==> config.mk <==
export PLATFORM = sky130hd
export DESIGN_NAME = lsu
export DESIGN_NICKNAME = d
export VERILOG_FILES = /design/src/rtl/lsu.sv
export SDC_FILE = /design/constraint.sdc
export NUM_CORES = 1
export LEC_CHECK = 0
export BUFFER_PORTS_ARGS = -buffer_cell sky130_fd_sc_hd__buf_2
export CAP_MARGIN = 20
export CORE_ASPECT_RATIO = 0.5
export CORE_UTILIZATION = 40
export DETAILED_ROUTE_END_ITERATION = 10
export HOLD_SLACK_MARGIN = 0.02
export PLACE_DENSITY = 0.62
export SLEW_MARGIN = 20
export SYNTH_ARGS = -nofsm -noshare
export SYNTH_HDL_FRONTEND = slang
export SYNTH_SLANG_ARGS = --single-unit
==> constraint.sdc <==
create_clock -name i_clk -period 4.1 [get_ports i_clk]
set_clock_uncertainty 0.2 [all_clocks]
set_input_delay 0.205 -clock i_clk [delete_from_list [all_inputs] [get_ports i_clk]]
set_output_delay 0.205 -clock i_clk [all_outputs]
set_load 0.005 [all_outputs]
==> src/rtl/lsu.sv <==
// Load/store unit: splits an RV32 LB/LH/LW/LBU/LHU/SB/SH/SW access into
// BUS_BYTES-wide memory beats and assembles/extends load results.
// Optional build macro: LSU_MISALIGN_TRAP_EN (fault misaligned accesses
// instead of executing them as multi-beat transfers).
module lsu #(
   parameter int unsigned BUS_BYTES = 1
) (
   input  logic                   i_clk,
   input  logic                   i_rst,
   input  logic                   i_start,
   input  logic                   i_is_store,
   input  logic [2:0]             i_funct3,
   input  logic [31:0]            i_base,
   input  logic [11:0]            i_offset,
   input  logic [31:0]            i_store_data,
   output logic                   o_busy,
   output logic                   o_done,
   output logic                   o_fault,
   output logic [31:0]            o_load_data,
   output logic                   o_mem_req,
   output logic                   o_mem_write,
   output logic [31:0]            o_mem_addr,
   output logic [BUS_BYTES*8-1:0] o_mem_wdata,
   input  logic                   i_mem_ack,
   input  logic [BUS_BYTES*8-1:0] i_mem_rdata
);

   localparam int unsigned BW        = BUS_BYTES * 8;
   localparam int unsigned BUS_SHIFT = (BUS_BYTES == 4) ? 2 : ((BUS_BYTES == 2) ? 1 : 0);
`ifdef LSU_MISALIGN_TRAP_EN
   localparam logic TRAP_EN = 1'b1;
`else
   localparam logic TRAP_EN = 1'b0;
`endif

   typedef enum logic [1:0] {IDLE, XFER, DONE} state_t;

   state_t      state, state_nxt;
   logic [1:0]  beat_q, beat_nxt;
   logic [2:0]  nbeats_q, nbeats_nxt;
   logic [2:0]  size_q, size_nxt;
   logic [2:0]  funct3_q, funct3_nxt;
   logic [31:0] store_data_q, store_data_nxt;
   logic [31:0] raw_q, raw_nxt;

   logic          busy_nxt, done_nxt, fault_nxt, mem_req_nxt, mem_write_nxt;
   logic [31:0]   load_data_nxt, mem_addr_nxt;
   logic [BW-1:0] mem_wdata_nxt;

   logic [31:0] ea_c;
   logic [2:0]  size_c, nbeats_c, shifted_c;
   logic        legal_c, misalign_c;

   // Write lanes for beat k; lanes past the access size are zero.
   function automatic logic [BW-1:0] beat_wdata(input logic [1:0] k, input logic [2:0] size,
                                                input logic [31:0] data);
      logic [BW-1:0] w;
      logic [3:0]    idx;
      w = '0;
      for (int unsigned j = 0; j < BUS_BYTES; j++) begin
         idx = 4'(32'(k) * BUS_BYTES + j);
         if (idx < {1'b0, size}) w[j*8 +: 8] = data[idx[1:0]*8 +: 8];
      end
      return w;
   endfunction

   // Merge the lanes of read beat k into the raw load word.
   function automatic logic [31:0] merge_lanes(input logic [31:0] raw, input logic [1:0] k,
                                               input logic [2:0] size, input logic [BW-1:0] rd);
      logic [31:0] r;
      logic [3:0]  idx;
      r = raw;
      for (int unsigned j = 0; j < BUS_BYTES; j++) begin
         idx = 4'(32'(k) * BUS_BYTES + j);
         if (idx < {1'b0, size}) r[idx[1:0]*8 +: 8] = rd[j*8 +: 8];
      end
      return r;
   endfunction

   // Sign/zero extension of the assembled load word.
   function automatic logic [31:0] extend(input logic [2:0] f3, input logic [31:0] r);
      case (f3)
         3'd0:    return {{24{r[7]}}, r[7:0]};
         3'd1:    return {{16{r[15]}}, r[15:0]};
         3'd4:    return {24'd0, r[7:0]};
         3'd5:    return {16'd0, r[15:0]};
         default: return r;
      endcase
   endfunction

   // Command decode: effective address, size, beat count, legality, alignment.
   always_comb begin
      ea_c = i_base + {{20{i_offset[11]}}, i_offset};
      case (i_funct3[1:0])
         2'd0:    size_c = 3'd1;
         2'd1:    size_c = 3'd2;
         default: size_c = 3'd4;
      endcase
      shifted_c  = 3'(size_c >> BUS_SHIFT);
      nbeats_c   = (shifted_c == 3'd0) ? 3'd1 : shifted_c;
      legal_c    = i_is_store ? (i_funct3 inside {3'd0, 3'd1, 3'd2})
                              : (i_funct3 inside {3'd0, 3'd1, 3'd2, 3'd4, 3'd5});
      misalign_c = ((i_funct3[1:0] == 2'd1) && ea_c[0]) ||
                   ((i_funct3[1:0] == 2'd2) && (ea_c[1:0] != 2'd0));
   end

   // Next-state and next-output logic.
   always_comb begin
      state_nxt      = state;
      beat_nxt       = beat_q;
      nbeats_nxt     = nbeats_q;
      size_nxt       = size_q;
      funct3_nxt     = funct3_q;
      store_data_nxt = store_data_q;
      raw_nxt        = raw_q;
      busy_nxt       = o_busy;
      done_nxt       = 1'b0;
      fault_nxt      = o_fault;
      load_data_nxt  = o_load_data;
      mem_req_nxt    = o_mem_req;
      mem_write_nxt  = o_mem_write;
      mem_addr_nxt   = o_mem_addr;
      mem_wdata_nxt  = o_mem_wdata;

      case (state)
         IDLE: begin
            if (i_start) begin
               funct3_nxt     = i_funct3;
               size_nxt       = size_c;
               nbeats_nxt     = nbeats_c;
               store_data_nxt = i_store_data;
               beat_nxt       = 2'd0;
               raw_nxt        = 32'd0;
               busy_nxt       = 1'b1;
               if (legal_c && !(TRAP_EN && misalign_c)) begin
                  state_nxt     = XFER;
                  fault_nxt     = 1'b0;
                  mem_req_nxt   = 1'b1;
                  mem_write_nxt = i_is_store;
                  mem_addr_nxt  = ea_c;
                  mem_wdata_nxt = beat_wdata(2'd0, size_c, i_store_data);
               end else begin
                  state_nxt = DONE;
                  done_nxt  = 1'b1;
                  fault_nxt = 1'b1;
               end
            end
         end
         XFER: begin
            if (i_mem_ack) begin
               raw_nxt = merge_lanes(raw_q, beat_q, size_q, i_mem_rdata);
               if ({1'b0, beat_q} == nbeats_q - 3'd1) begin
                  state_nxt     = DONE;
                  done_nxt      = 1'b1;
                  mem_req_nxt   = 1'b0;
                  mem_write_nxt = 1'b0;
                  mem_wdata_nxt = '0;
                  if (!o_mem_write) load_data_nxt = extend(funct3_q, raw_nxt);
               end else begin
                  beat_nxt      = beat_q + 2'd1;
                  mem_addr_nxt  = o_mem_addr + 32'(BUS_BYTES);
                  mem_wdata_nxt = beat_wdata(beat_q + 2'd1, size_q, store_data_q);
               end
            end
         end
         DONE: begin
            state_nxt = IDLE;
            busy_nxt  = 1'b0;
            fault_nxt = 1'b0;
         end
         default: state_nxt = IDLE;
      endcase
   end

   // State and registered outputs with synchronous reset.
   always_ff @(posedge i_clk) begin
      if (i_rst) begin
         state        <= IDLE;
         beat_q       <= 2'd0;
         nbeats_q     <= 3'd0;
         size_q       <= 3'd0;
         funct3_q     <= 3'd0;
         store_data_q <= 32'd0;
         raw_q        <= 32'd0;
         o_busy       <= 1'b0;
         o_done       <= 1'b0;
         o_fault      <= 1'b0;
         o_load_data  <= 32'd0;
         o_mem_req    <= 1'b0;
         o_mem_write  <= 1'b0;
         o_mem_addr   <= 32'd0;
         o_mem_wdata  <= '0;
      end else begin
         state        <= state_nxt;
         beat_q       <= beat_nxt;
         nbeats_q     <= nbeats_nxt;
         size_q       <= size_nxt;
         funct3_q     <= funct3_nxt;
         store_data_q <= store_data_nxt;
         raw_q        <= raw_nxt;
         o_busy       <= busy_nxt;
         o_done       <= done_nxt;
         o_fault      <= fault_nxt;
         o_load_data  <= load_data_nxt;
         o_mem_req    <= mem_req_nxt;
         o_mem_write  <= mem_write_nxt;
         o_mem_addr   <= mem_addr_nxt;
         o_mem_wdata  <= mem_wdata_nxt;
      end
   end

endmodule

Yosys cells after proc, flatten, opt, wreduce, memory -nomap -nowiden. Index checks and enable logic that the tools add are counted.

Memories kept: 0. Input bits: 92. Bits in read-only memories: 0. RAM bits: 0. Register bits: 154. Bits in latches: 0.

Shifts and indexed selects: 3. Mux-type cells: 47. Div/mod/pow operators: 0. Multipliers: 0. Eq/ne operators: 16. $lt $le $gt $ge: 3. Bitwise operators: 1. Add/sub/neg operators: 5. Reduce and logical (&&, ||, !) cells: 18.

Operator list (number): 2-to-1 mux 32 bit (7); one-hot mux 32 bit (2 select lines) (2); one-hot mux 32 bit (4 select lines) (1); 2-to-1 mux 8 bit (6); negation 5 -> 34 bit (1); variable shift 8 x 34 -> 32 bit (first input constant) (1); variable part select 8 x 34 -> 32 bit (1); adder 32 x 1 -> 32 bit (second input constant) (1); adder 32 bit (1); bitwise mux 32 bit (1); variable part select 32 x 6 -> 8 bit (1); one-hot mux 8 bit (2 select lines) (1); 2-to-1 mux 2 bit (7); 2-to-1 mux 1 bit (13); == test 3 bit (second input constant) (4); AND reduction 4 bit (3); != test 2 bit (second input constant) (5); one-hot mux 1 bit (2 select lines) (5); AND reduction 5 bit (2); zero test 3 bit (3); one-hot mux 2 bit (2 select lines) (2); == test 3 x 1 -> 1 bit (second input constant) (2); < comparator 2 x 3 -> 1 bit (2); one-hot mux 3 bit (2 select lines) (1); other kinds (15) (20).

Depth between registers and ports, before layout. Gate-level depths: netlist of the first run.

Word-level depth: 7. Gate-level depth with buffers: 13. Depth with buffers taken out: 10.

Least setup slack after synthesis of the first run. Ideal clock, no wire load.

Path kind: reg2reg. From: reg beat_q[0]. To: reg raw_q[24]. Stages on the path, launching flop included: 12. Slack: 1.046 ns. Required time: 3.834 ns. Clock period less this slack: 3.054 ns. Arrival: 2.789 ns. Cell sequence: dfxtp_1 buf_4 clkbuf_1 inv_1 ha_1 buf_6 inv_1 nand2_1 nor3_1 nor3b_1 a22oi_1 nor2_1.

Word-level cells in the longest chain between the ends: 6. Elaborated cells between the ends (all ways): 8. Classes of those cells: add/sub: 1; order compare: 1; shift: 2; mux: 4.

Ends and longest elaborated chain: start, declared (RTL line 39) `logic [1:0] beat_q, beat_nxt;`; start signal, assigned (RTL line 195) `beat_q <= beat_nxt;`; negation 5 -> 34 bit (RTL line 75) `if (idx < {1'b0, size}) r[idx[1:0]*8 +: 8] = rd[j*8 +: 8];`; variable part select 8 x 34 -> 32 bit or variable shift 8 x 34 -> 32 bit (tied branches) (RTL line 75); bitwise mux 32 bit (RTL line 75); 2-to-1 mux 32 bit * (RTL line 75); 2-to-1 mux 32 bit * (RTL line 150) `if (i_mem_ack) begin`; one-hot mux 32 bit (2 select lines) * (RTL line 125) `case (state)`; end signal, assigned (RTL line 200) `raw_q <= raw_nxt;`; end, declared (RTL line 44) `logic [31:0] raw_q, raw_nxt;`.

Every way passes the cells marked *; elsewhere a longest branch is shown, timed or not. The select of a mux whose other input is x is not followed. A chain may end at the register's enable or synchronous reset.

Worst setup path after layout of the first run.
From: reg beat_q[1]. To: reg o_load_data[26].

Word-level cells in the longest chain between the ends: 5. Elaborated cells between the ends (all ways): 9. Classes of those cells: add/sub: 1; order compare: 1; eq/ne: 1; shift: 2; mux: 3; reduce/logical: 1.

Ends and longest elaborated chain: negation 5 -> 34 bit (RTL line 75); variable part select 8 x 34 -> 32 bit or variable shift 8 x 34 -> 32 bit (tied branches) (RTL line 75); bitwise mux 32 bit (RTL line 75); 2-to-1 mux 32 bit (RTL line 75); one-hot mux 32 bit (4 select lines) (RTL line 82) `case (f3)`; end signal, assigned (RTL line 204) `o_load_data <= load_data_nxt;`; end, declared (RTL line 19) `output logic [31:0] o_load_data,`.

Parallel ways exist; a longest one is shown, timed or not.

==> run metrics, run 1 <==
outcome=finished, final reports clean; crit share post-route=76.26%; clock slew at reported path FFs=70 ps; crit path cell chain=ha_1 > nor2b_1 > o21bai_2 > nand2_1 > nand2_1 > o21ai_0 > mux2i_1 > o31a_1 > a211oi_1; Crit-path slowest cell=o31a_1; Fmax=0.3198 GHz; # DRC=0; via count=9203; Power Total=4.054 mW; prevailing post-synth register cell=dfxtp_1; Final nets=1494; port bufs=168; count of final hold-check violations=0; Slew @ Worst Pin=1031 ps; vias in the first global route=8340; gr usage total=23.66%; Post-DP Area=9988 um^2; area grow syn2layout=22.95%; P_sw=1.252 mW; largest net degree at the start of global routing=91; Gate Count Post-Synth=1182; Worst path top cell family by delay=compound AO/OA/AOI/OAI gates; Mapped Nets=1317; Leak=4.338 nW; Detailed Place HPWL=19700 um; crit-path max FO=17; Post-CTS Setup Inserts=0; CP required=4170 ps; Hold WS=73.11 ps; CP most frequent cell=nand2_1; H-tree depth=4; CTS root buffer=clkbuf_16; Area contributors post-synth=dfxtp_1, nand2_1, a21oi_1; # clock sinks=151; Worst setup SP type=register; TritonCTS Buffers=17; Slew Limit Headroom=30.87%; setup TNS=0 ps; initial cell density of the core=41.10%; combinational share of power=20.1%; cell area after synthesis=8990 um^2; internal power=2.802 mW; gr ovfl total=0; Cells after DPL=1594; row count=38; GP Congestion=0.8983; Seq/Total Area, Yosys=33.63%; number of flops mapped to enable cells by yosys=0; antenna violations before repair=0; Final Instance Count excl. Fillers=1673; die footprint=23110 um^2; vias per inst=5.501; CP peak stage delay=580 ps; FF+latch area=3023 um^2; # fillers=2152; unrepaired setup endpoints after global routing=no; DR pass1 iterations=8; endpoints failing setup=0; Ports=169; Max-Cap Viols=0; Max Buffers Root-to-Sink=2; Sequential Power Share=40.1%; final instance area=11050 um^2; multi-input logic area=5570 um^2; Seq cells post-synth=151; Crit. End Element=register; Initial DRC Count=786; floorplan die height=108.0 um; Core ar.=21870 um^2; R2R depth=9; top cell type's share of synthesized area=33.63%; WL per Instance=16.63 um; area leader, netlist=dfxtp_1; sw frac=30.88%; power per standard cell area=366.7 nW/um^2; Synth Area per Inst=7.606 um^2; CP Data Arrival Time=3200 ps; Skew-Pair Late Insertion Delay=440 ps; ys async rst share=0%; hold depth=4; Clock power frac=39.8%; Routed Antenna Nets=0; first-pass GRT wire length=43740 um; Synth cell types=80; Crit Path Category=register to register; Die Width=214.0 um; Bufs and invs on worst path=0; worst vdd ir=0.3250 mV; fin. max-slew vios=0; CTS tree=yes; Worst path depth=9; Ys Warns=0; Min-Delay Path Class=input pin to register; total wire length=27810 um; post-route minimum period=3126 ps; share of layout cells above drive strength 1=19.17%
-- cell families (layout without fill, tap and decap cells) --
| kind of cell | count (synthesis) | count (layout) | synth area share, % |
|---|---|---|---|
| AND/OR/NAND/NOR | 498 | 498 | 24.76 |
| AO/OA/AOI/OAI | 365 | 365 | 26.11 |
| flip-flops | 151 | 151 | 33.63 |
| buffers and inverters | 89 | 279 | 4.565 |
| adder cells (fa/ha/maj) | 43 | 43 | 6.068 |
| XOR/XNOR | 24 | 24 | 2.422 |
| multiplexers | 12 | 12 | 2.450 |
| other | 0 | 1 | 0 |
-- power by group through the flow --
stage	Sequential (mW)	Combinational (mW)	Clock (mW)
floorplan	1.63	0.529	0
global placement	1.65	0.759	0
detailed placement	1.66	0.768	0
CTS	1.62	0.806	1.64
global route	1.63	0.897	1.71
finish	1.63	0.814	1.61
-- per-stage QoR --
step	utilization (%)	setup slack (ps)
detailed placement	45.67	1006
finish	50.54	973.5
global route	50.53	733.6
CTS	50.53	996.6
floorplan	-	1046
global placement	45.67	1157
-- registers in the layout (all words and copies together), names as in the netlist, 3 cells and up --
| signal | cells |
|---|---|
| o_mem_addr | 32 |
| o_mem_wdata | 8 |
| raw_q | 32 |
| funct3_q | 3 |
| store_data_q | 32 |
| nbeats_q | 3 |
| o_load_data | 32 |
-- per-layer routing --
metal	up-vias	share of wire [%]	global-route usage [%]
met3	45	5.3	4.529
li1	4576	-	-
met2	273	46	37.99
met1	4309	47	32.05
met5	-	0	0
met4	0	2.0	7.862
-- tightest hold or removal path, delay by kind of cell --
kind / cells / cell delay (ps)
AND/OR/NAND/NOR: 2 / 200
adder cells (fa/ha/maj): 1 / 170
buffers and inverters: 1 / 80
-- layout by cell type (no fill, tap or decap), types with 9 or more instances in the layout --
master	n
nor3_1	30
a22oi_1	27
nor2_1	133
a21oi_1	130
nand2_1	229
a31oi_1	23
clkbuf_16	17
and3_1	10
a21o_1	17
o21ai_0	65
dfxtp_1	151
xnor2_1	16
ha_1	42
buf_4	15
a211oi_1	31
inv_1	19
dlygate4sd3_1	46
buf_2	167
nand3_1	29
nor2b_1	9
-- cells in the mapped netlist, types with 4 or more instances --
cell / number
nor2b_1: 10
xor2_1: 7
o21bai_1: 6
o22ai_1: 5
buf_6: 4
nand2_1: 229
a21oi_1: 130
nor3_2: 5
inv_1: 19
clkbuf_1: 43
nor3_1: 31
xnor2_1: 16
or3_1: 7
a21o_1: 17
a311oi_1: 4
a31oi_1: 23
a22oi_1: 27
dfxtp_1: 151
buf_2: 9
o211ai_1: 5
and3_1: 10
mux4_2: 8
buf_1: 8
o31ai_1: 8
mux2i_1: 4
buf_4: 4
o21ai_0: 65
a211oi_1: 31
ha_1: 42
o21a_1: 4
nand4_1: 7
nand3b_1: 5
and2_1: 4
nor2_1: 133
nand2b_1: 6
nand3_1: 29
-- repair_timing --
item	4_1_cts	5_1_grt
endpoints found under the setup margin	0	0
hold endpoints to repair	65	0
hold buffers	46	0
gates resized for setup	0	0
-- final cells by class --
type / instances / area share, %
multi-input cells: 942 / 50.40
repair buffers: 228 / 12.75
clock buffers: 18 / 3.973
clock inverters: 14 / 1.472
inverters: 19 / 0.6452
well taps: 300 / 3.396
flip-flops and latches: 151 / 27.35
diodes: 1 / 0.02264
-- path summary, 6_finish.rpt --
kind,from,end,slack (ps)
max,beat_q[1],o_load_data[26],970
min reg2reg,store_data_q[10],store_data_q[10],260
min,i_base[30],o_mem_addr[30],70
max reg2reg,beat_q[1],o_load_data[26],970
Note: power is estimated with default switching activity, not from simulation.
==> inputs of run 2 (changes only) <==
==> constraint.sdc (replaced) <==
create_clock -name i_clk -period 2.9 [get_ports i_clk]
set_clock_uncertainty 0.2 [all_clocks]
set_input_delay 0.145 -clock i_clk [delete_from_list [all_inputs] [get_ports i_clk]]
set_output_delay 0.145 -clock i_clk [all_outputs]
set_load 0.005 [all_outputs]
==> run 2 against run 1 <==
Against the previous run: largest cell class unchanged; cell area is 1.9% higher; non-clock buffer count is 25 higher; via count is 1.4% higher; wire length is 0.11% higher; first-iteration DRC count is 5.5% lower; largest power group unchanged; die area stayed put.
==> run metrics, run 2 (synthesized netlist as in run 1, its figures left out) <==
# fillers=2165 (was 2152); routing usage on met1=32.32% (was 32.05%); endpoints failing setup=0 (unchanged); count of final hold-check violations=0 (unchanged); CP Data Arrival Time=2850 ps (was 3200 ps); critical path capture point=o_mem_addr[22] (was o_load_data[26]); Die Width=214.0 um (unchanged); # clock sinks=151 (unchanged); initial cell density of the core=41.10% (unchanged); Worst setup SP type=input pin (was register); gr ovfl total=0 (unchanged); Min-Delay Path Class=input pin to register (unchanged); Antenna Cells=0 (was 1); antenna violations before repair=0 (unchanged); crit share post-route=95.62%; Post-CTS Setup Inserts=0 (unchanged); register-to-register setup slack=230 ps (was 970 ps); DR pass1 iterations=5 (was 8); reg2reg end=o_mem_addr[11] (was o_load_data[26]); Core ar.=21870 um^2 (unchanged); most frequent cells in the layout=nand2_1, buf_2, dfxtp_1 (unchanged); vias in the first global route=8780 (was 8340); Crit. End Element=register (unchanged); CTS tree=yes (unchanged); # DRC=0 (unchanged); port bufs=168 (unchanged); Crit Path Category=input pin to register (was register to register); Detailed Place HPWL=19960 um (was 19700 um); most common cell after layout, fill and taps aside=nand2_1 (unchanged); vias per inst=5.505 (was 5.501); total wire length=27850 um (was 27810 um); area grow syn2layout=25.34% (was 22.95%); gr usage total=23.85% (was 23.66%); Slew Limit Headroom=33.09% (was 30.87%); setup TNS=0 ps (unchanged); Max-Cap Viols=0 (unchanged); crit-path max FO=3 (was 17); GR Layer Usage met3=4.051% (was 4.529%); CTS root buffer=clkbuf_16 (unchanged); TritonCTS Buffers=17 (unchanged); largest net degree at the start of global routing=87 (was 91); Hold WS=81.27 ps (was 73.11 ps); via count=9336 (was 9203); post-route minimum period=2773 ps; gr busiest metal=met2 (unchanged); H-tree depth=4 (unchanged); worst vdd ir=0.4392 mV (was 0.3250 mV); GP Congestion=0.8669 (was 0.8983); Power Total=5.642 mW (was 4.054 mW); Max Buffers Root-to-Sink=2 (unchanged); Skew-Pair Late Insertion Delay=430 ps (was 440 ps); row count=38 (unchanged); Critical Path Source=i_offset[0] (was beat_q[1]); power per standard cell area=500.7 nW/um^2 (was 366.7 nW/um^2); fin. max-slew vios=0 (unchanged); Leak=4.457 nW (was 4.338 nW); WL per Instance=16.42 um (was 16.63 um); R2R Path Start=nbeats_q[0] (was beat_q[1]); Ports=169 (unchanged); Final nets=1519 (was 1494); unrepaired setup endpoints after global routing=yes (was no); Fmax=0.3606 GHz; share of layout cells above drive strength 1=20.77% (was 19.17%); R2R depth=8 (was 9); grt met2 use=38.85% (was 37.99%); die footprint=23110 um^2 (unchanged); CP required=2980 ps (was 4170 ps); floorplan die height=108.0 um (unchanged); clock slew at reported path FFs=60 ps (was 70 ps); outcome=finished, final reports clean (unchanged); Routed Antenna Nets=0 (unchanged); Layout Utilization=51.52% (was 50.54%); Slew @ Worst Pin=1004 ps (was 1031 ps); first-pass GRT wire length=44560 um (was 43740 um); Initial DRC Count=743 (was 786)
## run 2: cell types whose count changed in the layout (fill, tap and decap cells not counted), moves of 2 or more
cell           change
buf_4             +20
clkinv_2           +4
dlygate4sd3_1      +4
inv_6              -3
clkbuf_8           +2
## run 2: layout make-up
type                       instances  area (um^2)  area share [%]
tap                              300        375.4           3.331
clock buffer                      20        466.7           4.142
multi-input combinational        942         5614           49.82
clock inverter                    11        98.84          0.8772
timing repair buffer             253         1619           14.37
inverter                          19        71.32          0.6329
sequential                       151         3023           26.83
## run 2: repair_timing
| item | CTS | global route |
|---|---|---|
| hold buffers | 50 | 0 |
| endpoints found under the hold margin | 81 | 0 |
| gates resized for setup | 0 | 10 |
| setup endpoints to repair | 0 | 23 |
## run 2: power by group
| group | internal (mW) | switching (mW) | total, mW |
|---|---|---|---|
| clock | 1.25 | 0.906 | 2.15 |
| combinational | 0.500 | 0.702 | 1.20 |
| sequential | 2.18 | 0.109 | 2.29 |
| total | 3.93 | 1.72 | 5.64 |
## run 2: critical path, cell delays in order
cell           delay (ps)
dlygate4sd3_1         540
buf_2                 130
ha_1                  210
fa_2                  400
a21oi_2               160
o211ai_1              130
nand3_1               150
a211oi_2              110
or2b_4                280
a311o_1               360
xnor2_1               150
o22ai_1                90
## run 2: how the worst min path moves through the flow
stage / start / end / slack [ps] / cells past startpoint
finish: i_base[29] / o_mem_addr[29] / 80 / 4
global route: i_base[13] / o_mem_addr[13] / 140 / 4
CTS: i_base[29] / o_mem_addr[29] / 50 / 4
detailed placement: i_store_data[28] / store_data_q[28] / 190 / 3
global placement: i_store_data[20] / store_data_q[20] / 190 / 3
floorplan: i_store_data[0] / store_data_q[0] / 80 / 2
## run 2: routing by layer
layer  wire length [um]  vias up
li1                   -     4634
met1              13340     4392
met2              12800      278
met3               1299       32
met4                403        0
met5                  0        -
## run 2: through the flow
step           setup slack (ps)  cells  cell area (um^2)
6_report                  127.0   1696             11270
2_1_floorplan             67.48   1182              8996
3_5_place_dp              117.0   1615             10160
3_3_place_gp              134.8   1615             10160
5_1_grt                  -9.328   1696             11270
4_1_cts                   39.23   1696             11230
==> inputs of run 3 (changes only) <==
==> constraint.sdc (replaced) <==
create_clock -name i_clk -period 3.15 [get_ports i_clk]
set_clock_uncertainty 0.2 [all_clocks]
set_input_delay 0.1575 -clock i_clk [delete_from_list [all_inputs] [get_ports i_clk]]
set_output_delay 0.1575 -clock i_clk [all_outputs]
set_load 0.005 [all_outputs]
==> run 3 against run 2 <==
Against the previous run: combinational power decreased by 11%; global-route usage decreased by 0.54 points; critical path type unchanged; cell count decreased by 0.47%; critical path depth unchanged; first-iteration DRC count decreased by 7.5%; sequential cell count unchanged; register-to-register slack improved by 90 ps; clock power about the same; power decreased by 5.6%; cell area decreased by 0.68%.
==> run metrics, run 3 (synthesized netlist as in run 1, its figures left out) <==
Crit-path slowest cell=dlygate4sd3_1 (unchanged); Worst path top cell family by delay=compound AO/OA/AOI/OAI gates (unchanged); Post-DP Area=10080 um^2 (was 10160 um^2); power per standard cell area=476.0 nW/um^2 (was 500.7 nW/um^2); Max Buffers Root-to-Sink=2 (unchanged); CP Data Arrival Time=3090 ps (was 2850 ps); # clock sinks=151 (unchanged); area grow syn2layout=24.50% (was 25.34%); combinational share of power=20.1% (was 21.3%); Sequential Power Share=39.6% (was 40.6%); Power Total=5.328 mW (was 5.642 mW); Ports=169 (unchanged); Die Width=214.0 um (unchanged); Worst setup SP type=input pin (unchanged); DR pass1 iterations=5 (unchanged); CTS root buffer=clkbuf_16 (unchanged); Initial DRC Count=687 (was 743); vias per inst=5.500 (was 5.505); initial cell density of the core=41.10% (unchanged); fin. max-slew vios=0 (unchanged); CP peak stage delay=540 ps (about the same); floorplan die height=108.0 um (unchanged); share of layout cells above drive strength 1=19.83% (was 20.77%); post-route minimum period=3016 ps; Crit. End Element=register (unchanged); most common cell after layout, fill and taps aside=nand2_1 (unchanged); # DRC=0 (unchanged); outcome=finished, final reports clean (unchanged); Slew @ Worst Pin=981.7 ps (was 1004 ps); Core ar.=21870 um^2 (unchanged); Crit Path Category=input pin to register (unchanged); largest net degree at the start of global routing=86 (was 87); final instance area=11190 um^2 (was 11270 um^2); unrepaired setup endpoints after global routing=no (was yes); row count=38 (unchanged); WL per Instance=16.25 um (was 16.42 um); endpoints failing setup=0 (unchanged); Bufs and invs on worst path=2 (unchanged); crit-path max FO=3 (unchanged); die footprint=23110 um^2 (unchanged); GP Congestion=0.8884 (was 0.8669); gr usage total=23.31% (was 23.85%); CP required=3230 ps (was 2980 ps); CTS tree=yes (unchanged); total wire length=27420 um (was 27850 um); Post-CTS Setup Inserts=0 (unchanged); Fmax=0.3316 GHz; count of final hold-check violations=0 (unchanged); Final nets=1509 (was 1519); port bufs=168 (unchanged); P_sw=1.580 mW (was 1.716 mW); most frequent cells in the layout=nand2_1, buf_2, dfxtp_1 (unchanged); antenna violations before repair=0 (unchanged); H-tree depth=4 (unchanged); Slew Limit Headroom=34.55% (was 33.09%); gr ovfl total=0 (unchanged); Skew-Pair Late Insertion Delay=430 ps (about the same); internal power=3.748 mW (was 3.926 mW); crit share post-route=95.74%; setup TNS=0 ps (unchanged); vias in the first global route=8613 (was 8780); Max-Cap Viols=0 (unchanged); Clock power frac=40.2% (was 38.1%); TritonCTS Buffers=17 (unchanged); worst vdd ir=0.3480 mV (was 0.4392 mV); sw frac=29.65% (was 30.41%); Detailed Place HPWL=19700 um (was 19960 um); crit path cell chain=dlygate4sd3_1 > buf_2 > ha_1 > fa_1 > a21oi_1 > o211ai_1 > nand3_1 > a211oi_2 > or2b_2 > a211oi_1 > xor2_1 > o32ai_1 (was dlygate4sd3_1 > buf_2 > ha_1 > fa_2 > a21oi_2 > o211ai_1 > nand3_1 > a211oi_2 > or2b_4 > a311o_1 > xnor2_1 > o22ai_1); Min-Delay Path Class=input pin to register (unchanged); clock slew at reported path FFs=60 ps (about the same); Leak=4.427 nW (was 4.457 nW); Routed Antenna Nets=0 (unchanged); via count=9284 (was 9336); first-pass GRT wire length=43570 um (was 44560 um)
==> run 3: changes by cell type in the layout (fill, tap and decap cells not counted), sizes merged <==
cell,change
dlygate4sd3,-1
inv,+1
buf,-9
clkinvlp,-1
clkbuf,-1
bufinv,+2
diode,+1
==> run 3: power by group through the flow <==
stage / clock network (mW) / logic [mW] / registers (mW)
after global routing: 2.29 / 1.18 / 2.13
after detailed placement: 0 / 1.01 / 2.15
after floorplan: 0 / 0.688 / 2.12
after CTS: 2.19 / 1.06 / 2.11
after global placement: 0 / 0.999 / 2.15
final: 2.14 / 1.07 / 2.11
==> run 3: worst paths after layout <==
| check | startpoint | end | slack, ps | depth (start not counted) |
|---|---|---|---|---|
| max reg2reg | beat_q[1] | o_load_data[28] | 320 | 9 |
| min | i_base[30] | o_mem_addr[30] | 50 | 4 |
| min reg2reg | nbeats_q[1] | nbeats_q[1] | 250 | 2 |
| max | i_offset[0] | o_mem_addr[26] | 130 | 12 |
==> run 3: per-layer routing <==
| metal | routed length, um | share of wire, % | global-route usage, % |
|---|---|---|---|
| met5 | 0 | 0 | 0 |
| met4 | 452 | 1.6 | 8.068 |
| met3 | 1413 | 5.2 | 4.388 |
| met2 | 12560 | 46 | 37.43 |
| met1 | 12990 | 47 | 31.50 |
==> run 3: metrics by stage <==
step | utilization [%] | worst slack, ps | instances | hold WS, ps
floorplan | - | 95.68 | 1182 | 93.46
global placement | 46.08 | 274.8 | 1606 | 199.8
detailed placement | 46.08 | 206.8 | 1606 | 207.9
CTS | 51.16 | 185.1 | 1687 | 35.33
global route | 51.16 | 32.44 | 1687 | 70.55
finish | 51.17 | 134.1 | 1688 | 48.51
==> run 3: area by class of cell <==
cell class,count,area (um^2)
flip-flops and latches,151,3023
clock inverters,13,167.7
diodes,1,2.502
fillers,2134,10680
repair buffers,243,1529
multi-input cells,942,5570
inverters,19,71.32
well taps,300,375.4
clock buffers,19,452.9
==> run 3: timing repair <==
action	4_1_cts	5_1_grt
endpoints found under the hold margin	80	0
endpoints found under the setup margin	0	0
hold buffers	49	0
gates resized for setup	0	0
==> run 3: tightest hold or removal path: cells and delay by family <==
| family | cells | cell delay (ps) |
|---|---|---|
| adder cells (fa/ha/maj) | 1 | 180 |
| AND/OR/NAND/NOR | 2 | 200 |
| buffers and inverters | 1 | 90 |
